<file path="src/rtl/mshr_lb_ctrl_pkg.sv">
// Shared bus parameters and line-buffer request payloads used by mshr_lb_ctrl.
// LB_LINES/LB_BEATS fix the 4x4 line-buffer geometry.
package BundleParam;
  localparam int unsigned dataBits = 32;
endpackage

package MSHRST;
  localparam int unsigned LB_LINES  = 4;
  localparam int unsigned LB_BEATS  = 4;
  localparam int unsigned LB_ID_W   = 2;
  localparam int unsigned LB_OFF_W  = 2;
  localparam int unsigned LB_ADDR_W = LB_ID_W + LB_OFF_W;
  localparam int unsigned LB_DATA_W = BundleParam::dataBits;

  typedef struct packed {
    logic [LB_ID_W-1:0]   id;
    logic [LB_OFF_W-1:0]  offset;
    logic [LB_DATA_W-1:0] data;
  } LineBufferWriteReqST;

  typedef struct packed {
    logic [LB_ID_W-1:0]  id;
    logic [LB_OFF_W-1:0] offset;
  } LineBufferReadReqST;

  // Flat beat address: line id in the upper bits, beat offset in the lower bits.
  function automatic logic [LB_ADDR_W-1:0] lb_addr(input logic [LB_ID_W-1:0] id,
                                                    input logic [LB_OFF_W-1:0] offset);
    return {id, offset};
  endfunction
endpackage

</file>
<file path="src/rtl/mshr_lb_ctrl_rr_arbiter.sv">
// Round-robin arbiter: one-hot grant to the first request at or after ptr.
// ptr moves to just past the winner on a grant and holds otherwise.
module rr_arbiter #(
  parameter int unsigned NREQ = 4
) (
  input  logic            clock,
  input  logic            reset_n,
  input  logic [NREQ-1:0] req,
  output logic [NREQ-1:0] gnt_c
);
  localparam int unsigned PTR_W = (NREQ > 1) ? $clog2(NREQ) : 1;

  logic [PTR_W-1:0] ptr;
  logic [PTR_W-1:0] ptr_nxt;
  logic [PTR_W-1:0] idx;
  logic             found;

  always_comb begin
    gnt_c   = '0;
    ptr_nxt = ptr;
    found   = 1'b0;
    idx     = '0;
    for (int unsigned k = 0; k < NREQ; k++) begin
      idx = PTR_W'((32'(ptr) + k) % NREQ);
      if (!found && req[idx]) begin
        gnt_c[idx] = 1'b1;
        found      = 1'b1;
        ptr_nxt    = PTR_W'((32'(idx) + 1) % NREQ);
      end
    end
  end

  always_ff @(posedge clock or negedge reset_n) begin
    if (!reset_n) begin
      ptr <= '0;
    end else begin
      ptr <= ptr_nxt;
    end
  end
endmodule

</file>
<file path="src/rtl/mshr_lb_ctrl.sv">
// MSHR refill line buffer: 4 lines x 4 beats, write-priority single-port storage,
// round-robin read service. Define LB_WR_FWD_EN to forward same-cycle write data to a matching read.
module mshr_lb_ctrl
  import MSHRST::*;
#(
  parameter int unsigned NREQ   = 4,
  parameter int unsigned DATA_W = BundleParam::dataBits
) (
  input  logic                             clock,
  input  logic                             reset_n,
  input  logic                             wr_valid,
  output logic                             wr_ready,
  input  LineBufferWriteReqST              wr_req,
  input  logic [NREQ-1:0]                  rd_valid,
  output logic [NREQ-1:0]                  rd_ready,
  input  LineBufferReadReqST [NREQ-1:0]    rd_req,
  output logic                             resp_valid,
  output logic [$clog2(NREQ)-1:0]          resp_idx,
  output logic [DATA_W-1:0]                resp_data,
  input  logic                             clr_valid,
  input  logic [LB_ID_W-1:0]               clr_id,
  output logic [LB_LINES-1:0]              line_full,
  output logic                             err_overwrite
);
  localparam int unsigned IDX_W = $clog2(NREQ);
  localparam int unsigned NBEAT = LB_LINES * LB_BEATS;

  logic [DATA_W-1:0]    mem [NBEAT];
  logic [NBEAT-1:0]     beat_vld;
  logic [NBEAT-1:0]     beat_vld_nxt;
  logic [LB_ADDR_W-1:0] wr_addr;
  logic [LB_ADDR_W-1:0] rd_addr [NREQ];
  logic [NREQ-1:0]      elig;
  logic [NREQ-1:0]      gnt;
  logic [IDX_W-1:0]     gnt_idx;
  logic [LB_ADDR_W-1:0] sel_addr;

  assign wr_ready = 1'b1;
  assign wr_addr  = lb_addr(wr_req.id, wr_req.offset);

  // Eligibility: beat valid, no write this cycle (unless forwarding), no clear of the same line.
  for (genvar i = 0; i < NREQ; i++) begin : g_elig
    logic clr_blk;
    assign rd_addr[i] = lb_addr(rd_req[i].id, rd_req[i].offset);
    assign clr_blk    = clr_valid && (clr_id == rd_req[i].id);
`ifdef LB_WR_FWD_EN
    assign elig[i] = rd_valid[i] && !clr_blk &&
                     (wr_valid ? (rd_addr[i] == wr_addr) : beat_vld[rd_addr[i]]);
`else
    assign elig[i] = rd_valid[i] && !clr_blk && !wr_valid && beat_vld[rd_addr[i]];
`endif
  end

  rr_arbiter #(.NREQ(NREQ)) u_arb (
    .clock   (clock),
    .reset_n (reset_n),
    .req     (elig),
    .gnt_c   (gnt)
  );

  assign rd_ready = gnt;

  always_comb begin
    gnt_idx = '0;
    for (int unsigned i = 0; i < NREQ; i++) begin
      if (gnt[i]) gnt_idx = IDX_W'(i);
    end
  end

  assign sel_addr = rd_addr[gnt_idx];

  // Clear first, then the write: a write to a line being cleared survives.
  always_comb begin
    beat_vld_nxt = beat_vld;
    if (clr_valid) begin
      for (int unsigned b = 0; b < LB_BEATS; b++) begin
        beat_vld_nxt[lb_addr(clr_id, LB_OFF_W'(b))] = 1'b0;
      end
    end
    if (wr_valid) beat_vld_nxt[wr_addr] = 1'b1;
  end

  for (genvar l = 0; l < LB_LINES; l++) begin : g_full
    assign line_full[l] = &beat_vld[l*LB_BEATS +: LB_BEATS];
  end

  always_ff @(posedge clock) begin
    if (wr_valid) mem[wr_addr] <= DATA_W'(wr_req.data);
  end

  always_ff @(posedge clock or negedge reset_n) begin
    if (!reset_n) begin
      beat_vld      <= '0;
      resp_valid    <= 1'b0;
      resp_idx      <= '0;
      resp_data     <= '0;
      err_overwrite <= 1'b0;
    end else begin
      beat_vld      <= beat_vld_nxt;
      err_overwrite <= wr_valid && beat_vld[wr_addr];
      resp_valid    <= |gnt;
      if (|gnt) begin
        resp_idx <= gnt_idx;
`ifdef LB_WR_FWD_EN
        resp_data <= wr_valid ? DATA_W'(wr_req.data) : mem[sel_addr];
`else
        resp_data <= mem[sel_addr];
`endif
      end
    end
  end
endmodule

</file>
<file path="config.mk">
export PLATFORM = sky130hd
export DESIGN_NAME = mshr_lb_ctrl
export DESIGN_NICKNAME = d
export VERILOG_FILES = /design/src/rtl/mshr_lb_ctrl_pkg.sv /design/src/rtl/mshr_lb_ctrl_rr_arbiter.sv /design/src/rtl/mshr_lb_ctrl.sv
export SDC_FILE = /design/constraint.sdc
export NUM_CORES = 1
export LEC_CHECK = 0
export ABC_AREA = 0
export ABC_CLOCK_PERIOD_IN_PS = 5000
export CAP_MARGIN = 20
export CORE_AREA = 2 2 250 252
export CTS_BUF_LIST = sky130_fd_sc_hd__clkbuf_8
export DETAILED_ROUTE_END_ITERATION = 12
export DIE_AREA = 0 0 252 254
export DONT_BUFFER_PORTS = 1
export GPL_ROUTABILITY_DRIVEN = 0
export MAX_ROUTING_LAYER = met4
export PLACE_DENSITY = 0.61
export SETUP_SLACK_MARGIN = 0.3
export SLEW_MARGIN = 20
export SYNTH_ARGS = -nofsm -noshare
export SYNTH_HDL_FRONTEND = slang
export SYNTH_HIERARCHICAL = 1
export SYNTH_SLANG_ARGS = --single-unit
</file>
<file path="constraint.sdc">
create_clock -name clock -period 5 [get_ports clock]
set_input_delay 0.5 -clock clock [delete_from_list [all_inputs] [get_ports clock]]
set_output_delay 0.5 -clock clock [all_outputs]
set_load 0.02 [all_outputs]
</file>
==> metrics.cfg <==
[outcome]
status = finished, final reports clean

[cells_and_area]
drive_above_1_share = 0.264
final_cells = 2701
fin_util = 0.477
fin_nets = 1900
area.growth.synth_to_final_pct = 20.2

[setup_path]
crit_type = reg -> reg
cp.arrival_ns = 5.29
cp_max_fo = 8
ff2ff_path_depth = 16
r2r_slack_ns = 0.26
cp_common_cell = mux4_2
start_kind = flop
slowest_stage = mux4_2
r2r-end = resp_data[29]
r2r-start = beat_vld[7]
path_cells = mux4_2 -> mux4_2 -> and4b_2 -> mux4_2 -> nor4b_4 -> buf_4 -> a22oi_2 -> o21ai_2 -> or3b_4 -> o211ai_4 -> buf_12 -> buf_16 -> buf_16 -> mux4_2 -> nand2_2 -> nand3_2
end_kind = flop
cp-startpoint = beat_vld[7]
cpPeakStageDelay_ns = 0.56
worstPathRequired_ns = 5.55
endpoint = resp_data[29]

[routing]
drt_iter0_markers = 1634
routed_wirelength_um = 71300
vias = 15877
drc = 0
vias_per_cell = 5.88
dr.pass1.iters = 6
ant_nets = 0
wl_per_cell_um = 26.4

[synth]
synth_edf_count = 512
syn_area_per_cell_um2 = 14.6
synth_cell_types = 63
synth_ff_type = edfxtp_1
ys_seq_area_frac = 0.689
syn_inst = 1669
syn_nets = 1737
async_flop_share = 0.0954
ys_ff_latch = 566
syn_area_um2 = 24300
yosysWarningCount = 6

[global_routing]
antenna_found_initial = 8
grt_pass1_vias = 15496
gr-total-overflow = 0
grt_pass1_wl_um = 98900
grtUsageTotal = 0.213
grt_max_degree = 73

[cts]
root_buffer = clkbuf_8
cts_tree = yes
clkSinkCount = 566
clock_latency_ns = 0.68
cts_buffers = 87
cts_max_level = 3
clockBufferDepth = 3
clk_pin_slew_ns = 0.06

[sta]
whs_ns = 0.122
clock_skew_ns = 0.0345
worstMarginPinSlew_ns = 1.07
setup_violations = 0
fmaxAchievable_mhz = 211
report.final.slew_viol_count = 0
fin_crit_ns = 4.74
max-slew-margin-rel = 0.286
finalCritPeriodShare = 0.948
hold_violations = 0
rsz0062_at_grt = true

[power]
switchingPower_mw = 4.98
p_int_mw = 9.60
combPwrFrac = 0.356
power.density_nw_per_um2 = 499
p_leak_nw = 10.3
seqPwrFrac = 0.394
power_frac_clock = 0.250
p_sw_frac = 0.342
ir_drop_v = 0.000295

[floorplanning]
fp.dieH_um = 254
row_count = 91
io_pins = 107
die_area_um2 = 64000
core_area_um2 = 61300
initial_core_util = 0.397
die_w_um = 252

[min_path]
hold_class = in -> reg
hp-start = clr_valid

[place]
place_inst = 2416
port_buffers = 0
hpwlAfterDp_um = 37500

[flow_run]
max-cap-violations = 0

[timing repair]
action | in CTS | in global routing
hold buffers | 35 | 0
pin swaps | 7 | 36
buffers inserted | 19 | 41
setup endpoints to repair | 33 | 33
cloned | 4 | 18
hold endpoints to repair | 567 | 0
gates resized for setup | 33 | 87
[worst min path at each step]
stage | end | slack (ns) | cells past startpoint
5_1_grt | beat_vld[14] | 0.14 | 2
4_1_cts | beat_vld[14] | 0.07 | 2
3_5_place_dp | resp_data[19] | 0.21 | 0
6_report | beat_vld[14] | 0.12 | 2
2_1_floorplan | beat_vld[0] | 0.20 | 0
3_3_place_gp | resp_data[20] | 0.21 | 0
[power by group through the flow]
stage / sequential, mW / clock [mW] / combinational (mW)
2_1_floorplan: 5.72 / 0 / 2.69
3_3_place_gp: 5.84 / 0 / 3.82
3_5_place_dp: 5.85 / 0 / 3.87
4_1_cts: 5.75 / 3.70 / 4.26
5_1_grt: 5.77 / 3.90 / 5.49
6_report: 5.74 / 3.65 / 5.18
[per-stage QoR]
stage | total power, mW | setup TNS [ns] | instance area [um^2] | worst slack (ns)
2_1_floorplan | 8.41 | 0 | 24300 | 0.320
3_3_place_gp | 9.66 | 0 | 25700 | 0.0454
3_5_place_dp | 9.71 | -0.0503 | 25700 | -0.0503
4_1_cts | 13.7 | 0 | 28100 | 0.286
5_1_grt | 15.2 | 0 | 29200 | 0.163
6_report | 14.6 | 0 | 29200 | 0.259
[per-layer routing]
layer / routed length, um / vias to the layer above / track usage
li1: - / 6867 / -
met1: 27700 / 8174 / 0.260
met2: 35600 / 701 / 0.355
met3: 5980 / 135 / 0.0440
met4: 2110 / 0 / 0.0697
met5: 0 / - / -
[critical path, delay by kind of cell (launching register included)]
kind                   cells  cell delay, ns
AOI/OAI and AO/OA          3            0.28
buffers and inverters      4            0.67
DFF                        1            0.45
muxes                      4            2.03
and+or+nand+nor            5            1.18
[area by class of cell]
cell class	instances	area [um^2]
fill	5190	32100
sequential	566	16700
multi-input combinational	983	7420
timing repair buffer	186	2360
clock buffer	98	1350
tap	790	988
clock inverter	63	294
inverter	8	33.8
antenna	7	17.5
[cells in the final DEF, fill, tap and decap left out, types with 9 or more instances in the layout]
| master | netlist | final |
|---|---|---|
| edfxtp_1 | 512 | 512 |
| nand2_1 | 325 | 316 |
| nand3_1 | 136 | 128 |
| clkbuf_8 | 0 | 98 |
| buf_4 | 4 | 83 |
| mux2_2 | 65 | 64 |
| mux4_2 | 57 | 60 |
| dfrtp_1 | 54 | 39 |
| inv_1 | 8 | 36 |
| dlygate4sd3_1 | 0 | 34 |
| a31oi_1 | 34 | 33 |
| a221o_1 | 32 | 32 |
| nand4_1 | 32 | 32 |
| and3_1 | 31 | 31 |
| a211o_1 | 31 | 31 |
| a221oi_1 | 33 | 30 |
| buf_12 | 0 | 27 |
| a21oi_1 | 36 | 26 |
| o21ai_1 | 35 | 26 |
| clkinv_1 | 0 | 17 |
| nor2_4 | 0 | 16 |
| a21o_1 | 16 | 16 |
| clkbuf_16 | 0 | 16 |
| dfrtp_2 | 0 | 15 |
| clkinv_2 | 0 | 15 |
| buf_6 | 17 | 14 |
| buf_16 | 0 | 10 |
| xnor2_1 | 9 | 9 |
| nand2_2 | 0 | 9 |
| a21oi_2 | 0 | 9 |
[state kept, by name, summed over array words and instances, names as in the netlist]
register and count:
mem 512, resp_data 32, beat_vld 16, resp_idx 2, u_arb/ptr 2, err_overwrite 1
resp_valid 1
[logic make-up (layout without fill, tap and decap cells)]
| logic type | count (synthesis) | after routing | share of synthesized area |
|---|---|---|---|
| fa+ha+maj | 6 | 6 | 0.00309 |
| xor+xnor | 9 | 9 | 0.00324 |
| simple gates | 584 | 584 | 0.110 |
| compound gates | 248 | 249 | 0.0762 |
| flops | 566 | 566 | 0.689 |
| mux | 134 | 134 | 0.0915 |
| other cells | 1 | 8 | 0.000154 |
| buf+inv | 121 | 355 | 0.0268 |
[synth_stat cells (all sizes together) (9+ instances only)]
master	number	area (um^2)
mux2	67	762
nand2	325	1220
mux4	61	1390
nand3	136	681
a31oi	34	213
clkbuf	49	184
edfxtp	512	15400
and3	31	194
nand4	32	200
nor2	22	87.6
o21ai	41	216
a221o	32	320
a211o	31	272
buf	64	437
dfrtp	54	1350
a21oi	36	180
xnor2	9	78.8
a221oi	33	289
a21o	16	120
Power figures use the tool's default switching activity.
